## config.mk

```make
export PLATFORM = sky130hd
export DESIGN_NAME = systolic_out_deskew_flat
export DESIGN_NICKNAME = d
export VERILOG_FILES = /design/src/rtl/systolic_out_deskew_if.sv /design/src/rtl/systolic_out_deskew.sv /design/src/flat_wrapper.sv
export SDC_FILE = /design/constraint.sdc
export NUM_CORES = 1
export LEC_CHECK = 0
export CORE_MARGIN = 3
export CORE_UTILIZATION = 38
export CTS_CLUSTER_DIAMETER = 40
export CTS_CLUSTER_SIZE = 16
export DETAILED_ROUTE_END_ITERATION = 7
export GPL_ROUTABILITY_DRIVEN = 0
export PLACE_DENSITY_LB_ADDON = 0.3
export SYNTH_ARGS = -nofsm -noshare
export SYNTH_HDL_FRONTEND = slang
export SYNTH_SLANG_ARGS = --single-unit
export TNS_END_PERCENT = 30
```

## constraint.sdc

```tcl
create_clock -name clk -period 1.1 [get_ports clk]
set_input_delay 0.275 -clock clk [delete_from_list [all_inputs] [get_ports clk]]
set_output_delay 0.275 -clock clk [all_outputs]
set_load 0.005 [all_outputs]
```

## src/rtl/systolic_out_deskew_if.sv

```systemverilog
// rtl/systolic_out_deskew_if.sv - staggered lane input / aligned row output bus
interface systolic_out_deskew_if #(
  parameter int DATA_WIDTH = 18,
  parameter int LANES      = 4,
  parameter int CNT_WIDTH  = 8
);
  logic [LANES*DATA_WIDTH-1:0] in_data;
  logic [LANES-1:0]            in_valid;
  logic [LANES*DATA_WIDTH-1:0] out_data;
  logic                        out_valid;
  logic [CNT_WIDTH-1:0]        out_row_cnt;
  logic                        skew_err;

  modport master (
    output in_data, in_valid,
    input  out_data, out_valid, out_row_cnt, skew_err
  );

  modport slave (
    input  in_data, in_valid,
    output out_data, out_valid, out_row_cnt, skew_err
  );
endinterface

```

## src/rtl/systolic_out_deskew.sv

```systemverilog
// rtl/systolic_out_deskew.sv - removes systolic output stagger; DESKEW_CHECK_EN adds misalignment check
// Lane k is delayed LANES-1-k cycles, then all lanes share one output register.
module systolic_out_deskew #(
  parameter int DATA_WIDTH = 18,
  parameter int LANES      = 4,
  parameter int CNT_WIDTH  = 8
) (
  input  logic                  clk,
  input  logic                  reset,
  systolic_out_deskew_if.slave  bus
);

  logic [DATA_WIDTH-1:0]       dly_data [LANES];
  logic [LANES-1:0]            dly_valid;
  logic [LANES*DATA_WIDTH-1:0] aligned;
  logic                        row_ok;

  for (genvar k = 0; k < LANES; k++) begin : g_lane
    localparam int DEPTH = LANES - 1 - k;
    if (DEPTH == 0) begin : g_pass
      assign dly_data[k]  = bus.in_data[k*DATA_WIDTH +: DATA_WIDTH];
      assign dly_valid[k] = bus.in_valid[k];
    end else begin : g_chain
      logic [DATA_WIDTH-1:0] d_q [DEPTH];
      logic [DEPTH-1:0]      v_q;
      always_ff @(posedge clk) begin
        if (reset) begin
          for (int i = 0; i < DEPTH; i++) d_q[i] <= '0;
          v_q <= '0;
        end else begin
          d_q[0] <= bus.in_data[k*DATA_WIDTH +: DATA_WIDTH];
          v_q[0] <= bus.in_valid[k];
          for (int i = 1; i < DEPTH; i++) begin
            d_q[i] <= d_q[i-1];
            v_q[i] <= v_q[i-1];
          end
        end
      end
      assign dly_data[k]  = d_q[DEPTH-1];
      assign dly_valid[k] = v_q[DEPTH-1];
    end
  end

  always_comb begin
    aligned = '0;
    for (int k = 0; k < LANES; k++) aligned[k*DATA_WIDTH +: DATA_WIDTH] = dly_data[k];
  end

`ifdef DESKEW_CHECK_EN
  assign row_ok = &dly_valid;
`else
  assign row_ok = dly_valid[0];
`endif

  always_ff @(posedge clk) begin
    if (reset) begin
      bus.out_data    <= '0;
      bus.out_valid   <= 1'b0;
      bus.out_row_cnt <= '0;
    end else begin
      bus.out_data  <= aligned;
      bus.out_valid <= row_ok;
      if (row_ok) bus.out_row_cnt <= bus.out_row_cnt + 1'b1;
    end
  end

`ifdef DESKEW_CHECK_EN
  // A mix of set and clear valids means some lane slipped; the partial row is dropped above.
  always_ff @(posedge clk) begin
    if (reset) bus.skew_err <= 1'b0;
    else if ((|dly_valid) && !(&dly_valid)) bus.skew_err <= 1'b1;
  end
`else
  assign bus.skew_err = 1'b0;
`endif

endmodule

```

## src/flat_wrapper.sv

```systemverilog
// flat-port wrapper written by rule: the top's interface ports become plain ports
module systolic_out_deskew_flat 
#(
  parameter int DATA_WIDTH = 18,
  parameter int LANES      = 4,
  parameter int CNT_WIDTH  = 8
)
  (clk, reset, bus_in_data, bus_in_valid, bus_out_data, bus_out_valid, bus_out_row_cnt, bus_skew_err);
  systolic_out_deskew_if #(.DATA_WIDTH(DATA_WIDTH), .LANES(LANES), .CNT_WIDTH(CNT_WIDTH)) bus_i ();
  input  logic clk;
  input  logic reset;
  input wire logic [$bits(bus_i.in_data)-1:0] bus_in_data;
  input wire logic [$bits(bus_i.in_valid)-1:0] bus_in_valid;
  output wire logic [$bits(bus_i.out_data)-1:0] bus_out_data;
  output wire logic [$bits(bus_i.out_valid)-1:0] bus_out_valid;
  output wire logic [$bits(bus_i.out_row_cnt)-1:0] bus_out_row_cnt;
  output wire logic [$bits(bus_i.skew_err)-1:0] bus_skew_err;
  assign bus_i.in_data = bus_in_data;
  assign bus_i.in_valid = bus_in_valid;
  assign bus_out_data = bus_i.out_data;
  assign bus_out_valid = bus_i.out_valid;
  assign bus_out_row_cnt = bus_i.out_row_cnt;
  assign bus_skew_err = bus_i.skew_err;
  systolic_out_deskew #(.DATA_WIDTH(DATA_WIDTH), .LANES(LANES), .CNT_WIDTH(CNT_WIDTH)) u_core (.clk(clk), .reset(reset), .bus(bus_i));
endmodule
```

[After elaboration in Yosys (flattened, before gate mapping)]
Memories as Yosys holds them, arrays and structs flattened. A register that Yosys moved wholly into a read port is not among the register bits.
Index checks and enable logic that the tools add are counted.
Word-level totals
  flip-flop bits (word level): 84
  RAM bits: 108
  input bits: 78
  output and inout bits: 82
  word-level logic and storage cells: 24
  memories: 3
Cells by class
  add/subtract/negate cells: 1
  multiplexer cells: 10
  bitwise gates (word level): 5
  reductions and logical operators: 1
Memories
  u_core.g_lane[0].g_chain.d_q: depth 3, width 18, read ports 3, clocked after memory_dff 1, wr ports 3, line systolic_out_deskew.sv:24  | logic [DATA_WIDTH-1:0] d_q [DEPTH];
  u_core.g_lane[1].g_chain.d_q: depth 2, width 18, read ports 2, clocked after memory_dff 1, wr ports 2, line systolic_out_deskew.sv:24
  u_core.g_lane[2].g_chain.d_q: depth 1, width 18, read ports 1, clocked after memory_dff 1, wr ports 1, line systolic_out_deskew.sv:24
Operator list (number)
  2-to-1 mux 18 bit: 6
  OR reduction 18 bit: 1
  adder 8 x 1 -> 8 bit (second input constant): 1
  OR 1 bit: 5
  2-to-1 mux 1 bit: 4

[Depth between registers and ports, before layout]
Gate-level depths: netlist (run 1).
  depth after elaboration: 3
  depth in mapped cells: 4
  gate-level depth less buffers: 4

[Worst setup path after synthesis (run 1)]
No wires, ideal clock.
  path kind: flip-flop to flip-flop
  start: register u_core.bus.out_row_cnt[0]
  end: register u_core.bus.out_row_cnt[6]
  library setup time: 0.071 ns
  arrival: 1.130 ns
  required time: 1.029 ns
  path slack: -0.101 ns
  cell stages (with the launch flop): 5
  buffers on the path: 0
  period minus slack after synthesis: 1.201 ns
  cell sequence: dfxtp_1 > ha_1 > nand3_1 > or3_1 > a21oi_1
On the way
  word-level cells in the longest chain between the ends: 1
RTL lines
  from (decl): line systolic_out_deskew_if.sv:21  | output out_data, out_valid, out_row_cnt, skew_err
  from (signal assigned): line systolic_out_deskew.sv:63  | if (row_ok) bus.out_row_cnt <= bus.out_row_cnt + 1'b1;
  adder 8 x 1 -> 8 bit: line systolic_out_deskew.sv:63
Every way passes these cells.
A chain may end at the register's enable or synchronous reset.

[Worst setup path in the final report (run 1)]
  start: register u_core.bus.out_row_cnt[1]
  end: register u_core.bus.out_row_cnt[6]
The elaborated chain is that of the path after synthesis.

==> results of run 1 <==
## flip-flops by register name (all words and copies together) (netlist names)
name	cells
u_core.g_lane.g_chain.v_q	3
u_core.bus.out_valid	1
u_core.g_lane.g_chain.d_q	108
u_core.bus.out_data	72
u_core.bus.out_row_cnt	8
## layout make-up
class | count | share of cell area, %
Clock buffer | 21 | 6.133
Sequential cell | 192 | 51.75
Tap cell | 176 | 2.933
Multi-Input combinational cell | 212 | 18.23
Timing Repair Buffer | 175 | 19.52
Clock inverter | 11 | 1.433
## cell usage after synthesis (all sizes together)
master	number	area share, %
ha	1	0.24
nor2b	184	22
o21ai	3	0.28
dfxtp	192	73
clkbuf	13	0.93
nand3	2	0.19
nand4	3	0.47
a21oi	3	0.36
or3	3	0.36
nor2	5	0.36
mux2i	1	0.19
buf	10	0.95
xnor2	1	0.17
nand2	2	0.14
conb	1	0.071
xor2	3	0.50
## power by group through the flow
stage                     combinational (mW)  sequential [mW]  clock (mW)
after floorplan                        0.276             7.43           0
after global placement                 0.771             7.43           0
after detailed placement               0.787             7.44           0
after CTS                              0.716             7.27        5.92
after global routing                   0.791             7.30        6.27
final                                  0.717             7.28        5.73
## per-layer routing
metal  vias to the layer above  share of wire, %
li1                       1635                 -
met1                      1369                39
met2                       117                48
met3                        15                11
met4                         0               2.0
met5                         -                 0
## cells in the final DEF (no fill, tap or decap), drive strengths merged
master,n
ha,1
bufinv,1
a21oi,3
or3,3
clkinv,5
inv,2
clkdlybuf4s50,73
dfxtp,192
buf,102
clkbuf,21
xnor2,1
nand3,2
xor2,3
nor2,5
mux2i,1
clkinvlp,3
nand4,3
nand2,2
conb,1
nor2b,184
o21ai,3
## cell families (layout without fill, tap and decap cells)
kind of cell / count (synthesis) / count (layout) / synth area share [%]
buffers and inverters: 23 / 207 / 1.876
other: 1 / 1 / 0.07117
adder cells (fa/ha/maj): 1 / 1 / 0.2374
multiplexers: 1 / 1 / 0.1900
XOR/XNOR: 4 / 4 / 0.6650
AO/OA/AOI/OAI: 6 / 6 / 0.6411
AND/OR/NAND/NOR: 199 / 199 / 23.37
flip-flops: 192 / 192 / 72.95
## worst paths after layout
kind,start,to,slack [ns],depth (start not counted)
min reg2reg,u_core.g_lane[2].g_chain.d_q[0][16],u_core.bus.out_data[52],0.43,1
max reg2reg,u_core.bus.out_row_cnt[1],u_core.bus.out_row_cnt[6],-0.15,5
max,u_core.bus.out_row_cnt[1],u_core.bus.out_row_cnt[6],-0.15,5
min,reset,u_core.g_lane[0].g_chain.d_q[2][3],0.08,2
## worst max-delay path, stage by stage, from the launching register on
cell,delay (ns)
sky130_fd_sc_hd__dfxtp_4,0.36
sky130_fd_sc_hd__buf_6,0.12
sky130_fd_sc_hd__ha_4,0.14
sky130_fd_sc_hd__nand3_2,0.08
sky130_fd_sc_hd__or3_4,0.37
sky130_fd_sc_hd__a21oi_2,0.12
## timing repair
item | CTS | global route
setup endpoints to repair | 83 | 87
setup buffers | 4 | 2
gates cloned | 0 | 0
resized for setup | 348 | 30
pin swaps | 5 | 7
==> insert_results.sql, run 1 <==
INSERT INTO impl_metrics (metric_group, metric, value, unit) VALUES
('synth', 'synthesis.area_per_instance', '12.34', 'µm²'),
('sta', 'finalWorstPathRequiredPeriod', '1.252', 'ns'),
('worst_setup_path', 'critical_path.endpoint_type', 'flop', ''),
('cells_and_area', 'finish.instance_area', '0.007507', 'mm²'),
('route', 'detailedRoute.firstPassIterationCount', '4', ''),
('cells_and_area', 'postLayoutCoreUtil', '56.02', '%'),
('clock_tree', 'h-tree-depth', '4', ''),
('cells_and_area', 'num-nets-final', '677', ''),
('flow_run', 'cap_violations', '0', ''),
('power_and_ir_drop', 'irDropWorstVdd', '1.044', 'mV'),
('clock_tree', 'cts.root.buffer_cell', 'sky130_fd_sc_hd__clkbuf_16', ''),
('worst_setup_path', 'worstSetupStartpointType', 'flop', ''),
('worst_setup_path', 'critPathMaxFanout', '3', ''),
('sta', 'rsz0062_at_grt', 'true', ''),
('power_and_ir_drop', 'post-layout-total-power', '13.73', 'mW'),
('global_routing', 'use_met3', '6.267', '%'),
('cells_and_area', 'multi_input_comb_area', '0.001369', 'mm²'),
('route', 'drc', '0', ''),
('synth', 'yosys_warnings', '0', ''),
('global_routing', 'global_route.peak_usage_layer', 'met2', ''),
('floorplan', 'core_area', '0.01340', 'mm²'),
('power_and_ir_drop', 'p_clk_share', '41.8', '%'),
('worst_setup_path', 'cp_data_arrival_time', '1.60', 'ns'),
('floorplan', 'dieWidth', '123.8', 'µm'),
('place', 'dp_hpwl', '6.062', 'mm'),
('power_and_ir_drop', 'power.share.combinational', '5.2', '%'),
('floorplan', 'start_util', '39.32', '%'),
('global_routing', 'grt_pass1_wl', '13.92', 'mm'),
('synth', 'synth.yosys.seq_area_share', '72.95', '%'),
('power_and_ir_drop', 'internal_power', '10.95', 'mW'),
('cells_and_area', 'ant_diodes', '0', ''),
('floorplan', 'rows', '42', ''),
('route', 'drt-initial-drc-count', '100', ''),
('sta', 'achievable-frequency', '798.5', 'MHz'),
('cells_and_area', 'drive_above_1_share', '27.33', '%'),
('clock_tree', 'cts.path.max_buffers', '2', ''),
('synth', 'ys_types', '20', ''),
('worst_setup_path', 'worst_ep_required_time', '1.45', 'ns'),
('power_and_ir_drop', 'power.net_switching', '2.771', 'mW'),
('sta', 'report.final.hold_viol_count', '0', ''),
('sta', 'finalMaxSlewViolations', '0', ''),
('worst_setup_path', 'timing.setup.critical_path_class', 'flop to flop', ''),
('cells_and_area', 'area.sequential', '0.003885', 'mm²'),
('hold_path', 'worst_hold_path_class', 'primary input to flop', ''),
('place', 'numPlacedInstances', '749', ''),
('clock_tree', 'cts.reportedPaths.clkPinSlew', '0.06', 'ns'),
('power_and_ir_drop', 'power_leakage', '3.180', 'nW'),
('global_routing', 'grt.met1_usage', '13.05', '%'),
('synth', 'post_synth_design_cell_area', '0.005269', 'mm²'),
('floorplan', 'die_h', '123.8', 'µm'),
('clock_tree', 'insertion_delay', '0.42', 'ns'),
('status', 'violations', 'setup timing', ''),
('sta', 'timing.final.setup_violations', '60', ''),
('sta', 'setup_ws', '-0.1524', 'ns'),
('power_and_ir_drop', 'netSwitchingFraction', '20.19', '%'),
('global_routing', 'first_global_vias', '2963', ''),
('power_and_ir_drop', 'power.density_cell_area', '1828', 'mW/mm²'),
('floorplan', 'design.die.area', '0.01531', 'mm²'),
('status', 'run_status', 'finished with violations', ''),
('cells_and_area', 'finalNonFillerCells', '787', ''),
('floorplan', 'io_pins', '160', ''),
('global_routing', 'globalRouteTotalUtil', '12.05', '%'),
('clock_tree', 'number_of_buffers_added_by_the_clock_tree_synthesis_step', '17', ''),
('clock_tree', 'cts_hold_repair.buffers', '0', ''),
('global_routing', 'grt_max_degree', '60', ''),
('clock_tree', 'tritoncts', 'done', ''),
('route', 'wl_per_cell', '11.43', 'µm'),
('clock_tree', 'cts.sinks', '192', ''),
('sta', 'period_share', '113.9', '%'),
('place', 'number_of_port_buffers', '155', ''),
('place', 'pre_cts_slack', '-0.05823', 'ns');
(Power assumes the default switching activity.)
==> inputs of run 2 (changes only) <==
REMOVE_ABC_BUFFERS = 1   (was unset)
SKIP_LAST_GASP = 1   (was unset)
==> run 2 against run 1 <==
The flow still finishes with violations (setup timing). Non-clock buffer count up 5. Worst hold slack gained 0.094 ns. Sequential cell count unchanged. Combinational power grew 4.5%. Count of clock-buffer cells in the layout stayed put. Final area is 2.6% higher. Utilization is 1.5 points higher. Via count is 2.7% higher. Total power increased by 2.5%.
==> insert_results.sql, run 2 (synthesis results as in run 1) <==
INSERT INTO impl_metrics (metric_group, metric, value, unit) VALUES
('status', 'run_status', 'finished with violations', ''),
('status', 'violations', 'setup timing', ''),
('clock_tree', 'insertion_delay', '0.41', 'ns'),
('worst_setup_path', 'setup.worst_path.start', 'u_core.bus.out_row_cnt[0]', ''),
('floorplan', 'io_pins', '160', ''),
('worst_setup_path', 'worstSetupStartpointType', 'flop', ''),
('worst_setup_path', 'crit_slowest_cell', 'sky130_fd_sc_hd__or3_4', ''),
('flow_run', 'cap_violations', '0', ''),
('sta', 'finalWorstPathRequiredPeriod', '1.245', 'ns'),
('place', 'pre_cts_slack', '-0.1575', 'ns'),
('cells_and_area', 'multi_input_comb_area', '0.001366', 'mm²'),
('floorplan', 'die_h', '123.8', 'µm'),
('floorplan', 'start_util', '39.32', '%'),
('cells_and_area', 'layout_top_registers', 'u_core.g_lane.g_chain.d_q x108, u_core.bus.out_data x72, u_core.bus.out_row_cnt x8', ''),
('global_routing', 'grt_pass1_wl', '13.71', 'mm'),
('route', 'drc', '0', ''),
('global_routing', 'global_route_overflow', '0', ''),
('sta', 'achievable-frequency', '803.2', 'MHz'),
('worst_setup_path', 'critical_path.top_delay_family', 'simple AND/OR/NAND/NOR gates', ''),
('sta', 'rsz0062_at_grt', 'true', ''),
('worst_setup_path', 'critical_path.endpoint_type', 'flop', ''),
('cells_and_area', 'nFillCells', '1172', ''),
('sta', 'timing.setup.tns', '-3.879', 'ns'),
('sta', 'finalClockSkew', '0.006116', 'ns'),
('hold_path', 'worst_hold_path_class', 'primary input to flop', ''),
('worst_setup_path', 'timing.setup.critical_path_class', 'flop to flop', ''),
('global_routing', 'first_global_vias', '3016', ''),
('clock_tree', 'cts.sinks', '192', ''),
('clock_tree', 'tritoncts', 'done', ''),
('floorplan', 'dieWidth', '123.8', 'µm'),
('cells_and_area', 'num-nets-final', '682', ''),
('cells_and_area', 'layout-area-overhead-vs-synth', '46.19', '%'),
('sta', 'setup_ws', '-0.1450', 'ns'),
('floorplan', 'rows', '42', ''),
('cells_and_area', 'ant_diodes', '0', ''),
('sta', 'finalMaxSlewViolations', '0', ''),
('floorplan', 'core_area', '0.01340', 'mm²'),
('place', 'dp_hpwl', '5.913', 'mm'),
('route', 'detailedRoute.firstPassIterationCount', '3', ''),
('place', 'number_of_port_buffers', '155', ''),
('worst_setup_path', 'worst_ep_required_time', '1.44', 'ns'),
('worst_setup_path', 'worstReg2RegEnd', 'u_core.bus.out_row_cnt[7]', ''),
('floorplan', 'design.die.area', '0.01531', 'mm²'),
('cells_and_area', 'most_frequent_cells_in_the_layout', 'sky130_fd_sc_hd__nor2b_1 (184), sky130_fd_sc_hd__dfxtp_1 (161), sky130_fd_sc_hd__clkdlybuf4s50_1 (73), sky130_fd_sc_hd__clkdlybuf4s15_1 (33), sky130_fd_sc_hd__dfxtp_2 (31)', ''),
('power_and_ir_drop', 'irDropWorstVdd', '0.9926', 'mV'),
('hold_path', 'min_from', 'reset', ''),
('worst_setup_path', 'critPathMaxStageDelay', '0.39', 'ns'),
('cells_and_area', 'largest-register', 'u_core.g_lane.g_chain.d_q', ''),
('hold_path', 'hold_path_end', 'u_core.bus.out_data[52]', ''),
('clock_tree', 'cts.path.max_buffers', '2', ''),
('power_and_ir_drop', 'power.density_cell_area', '1826', 'mW/mm²'),
('cells_and_area', 'area.sequential', '0.003882', 'mm²'),
('route', 'vias_per_cell', '4.072', ''),
('sta', 'period_share', '113.2', '%'),
('global_routing', 'antenna_found_initial', '0', ''),
('worst_setup_path', 'worst_path_most_repeated_cell', 'sky130_fd_sc_hd__buf_6', ''),
('worst_setup_path', 'chain_of_cells_forming_the_critical_path', 'buf_6, buf_6, nand4_4, or3_4, a21oi_2', ''),
('cells_and_area', 'largest_register_ff_count', '108', ''),
('power_and_ir_drop', 'power_leakage', '3.186', 'nW'),
('hold_path', 'holdPathStages', '2', ''),
('clock_tree', 'cts_hold_repair.buffers', '0', ''),
('clock_tree', 'cts.reportedPaths.clkPinSlew', '0.06', 'ns'),
('route', 'wirelength', '8.979', 'mm'),
('worst_setup_path', 'critPathMaxFanout', '4', ''),
('worst_setup_path', 'reg2reg_setup_slack', '-0.15', 'ns'),
('global_routing', 'grt_max_degree', '50', ''),
('worst_setup_path', 'cp_data_arrival_time', '1.59', 'ns'),
('route', 'wl_per_cell', '11.35', 'µm'),
('clock_tree', 'cts.root.buffer_cell', 'sky130_fd_sc_hd__clkbuf_16', ''),
('sta', 'report.final.hold_viol_count', '0', ''),
('global_routing', 'globalRouteTotalUtil', '11.76', '%'),
('worst_setup_path', 'worstRegToRegCells', '5', ''),
('route', 'drt-initial-drc-count', '89', ''),
('route', 'drtAntennaViolNets', '0', ''),
('clock_tree', 'number_of_buffers_added_by_the_clock_tree_synthesis_step', '17', ''),
('worst_setup_path', 'reg2reg_from', 'u_core.bus.out_row_cnt[0]', ''),
('route', 'detailroute.via_count', '3221', ''),
('sta', 'timing.final.setup_violations', '82', ''),
('worst_setup_path', 'critical_path.n_buffers_inverters', '2', ''),
('cells_and_area', 'drive_above_1_share', '22.76', '%'),
('clock_tree', 'h-tree-depth', '4', ''),
('cells_and_area', 'mostFrequentLayoutCell', 'sky130_fd_sc_hd__nor2b_1', '');
## run 2: changes by cell type in the layout (fill, tap and decap cells not counted), sizes merged
cell / delta
buf: -37
clkinv: -2
bufinv: +2
clkbuf: +8
inv: -1
clkdlybuf4s15: +34
## run 2: per-layer routing
metal | share of wire [%] | vias to the layer above | wire length (µm) | GRT usage, %
li1 | - | 1644 | - | -
met1 | 40 | 1439 | 3617 | 12.84
met2 | 46 | 118 | 4172 | 18.35
met3 | 11 | 20 | 944 | 5.949
met4 | 2.7 | 0 | 245 | 6.920
met5 | 0 | - | 0 | 0
## run 2: where the power goes
group / internal (mW) / total, mW / leakage, nW / switching [mW]
sequential: 7.23 / 7.29 / 1.59 / 0.0587
clock: 3.62 / 6.03 / 0.279 / 2.41
combinational: 0.507 / 0.749 / 1.31 / 0.242
total: 11.4 / 14.1 / 3.19 / 2.71
## run 2: repair_timing
action                                 4_1_cts  5_1_grt
setup endpoints to repair                   86       87
pin swaps                                    5        2
gates resized for setup                    247       57
endpoints found under the hold margin        0        0
buffers inserted                             4        0
## run 2: worst max path at each step
stage / to / cells past startpoint / slack [ns]
2_1_floorplan: u_core.bus.out_row_cnt[6] / 4 / -0.10
3_3_place_gp: u_core.bus.out_row_cnt[6] / 4 / -0.09
3_5_place_dp: u_core.bus.out_row_cnt[6] / 4 / -0.16
4_1_cts: u_core.bus.out_row_cnt[7] / 5 / -0.14
5_1_grt: u_core.bus.out_row_cnt[7] / 5 / -0.19
6_report: u_core.bus.out_row_cnt[7] / 5 / -0.15
## run 2: cell type report
cell class | count | area share [%]
well taps | 176 | 2.859
flip-flops and latches | 192 | 50.41
clock inverters | 10 | 1.771
repair buffers | 180 | 21.38
multi-input cells | 212 | 17.74
clock buffers | 21 | 5.848
## run 2: stage by stage
stage / instance area, µm² / power (mW) / hold WS, ns / utilization, % / std cells
final: 7702 / 14.07 / 0.1693 / 57.48 / 791
after global routing: 7702 / 14.63 / 0.1589 / 57.48 / 791
after CTS: 7739 / 14.27 / 0.1544 / 57.75 / 791
after detailed placement: 7138 / 8.236 / 0.4204 / 53.27 / 756
after global placement: 7138 / 8.213 / 0.4161 / 53.27 / 756
after floorplan: 5170 / 7.619 / 0.3374 / - / 404
## run 2: worst register-to-register path: stages, from the launching register on
cell	delay, ns
sky130_fd_sc_hd__dfxtp_2	0.33
sky130_fd_sc_hd__buf_6	0.11
sky130_fd_sc_hd__buf_6	0.10
sky130_fd_sc_hd__nand4_4	0.12
sky130_fd_sc_hd__or3_4	0.40
sky130_fd_sc_hd__a21oi_2	0.12
==> inputs of run 3 (changes only) <==
CTS_CLUSTER_SIZE = unset   (was 16)
==> results of run 3 <==
Final layout, timing and power as in run 2 (identical DEF).
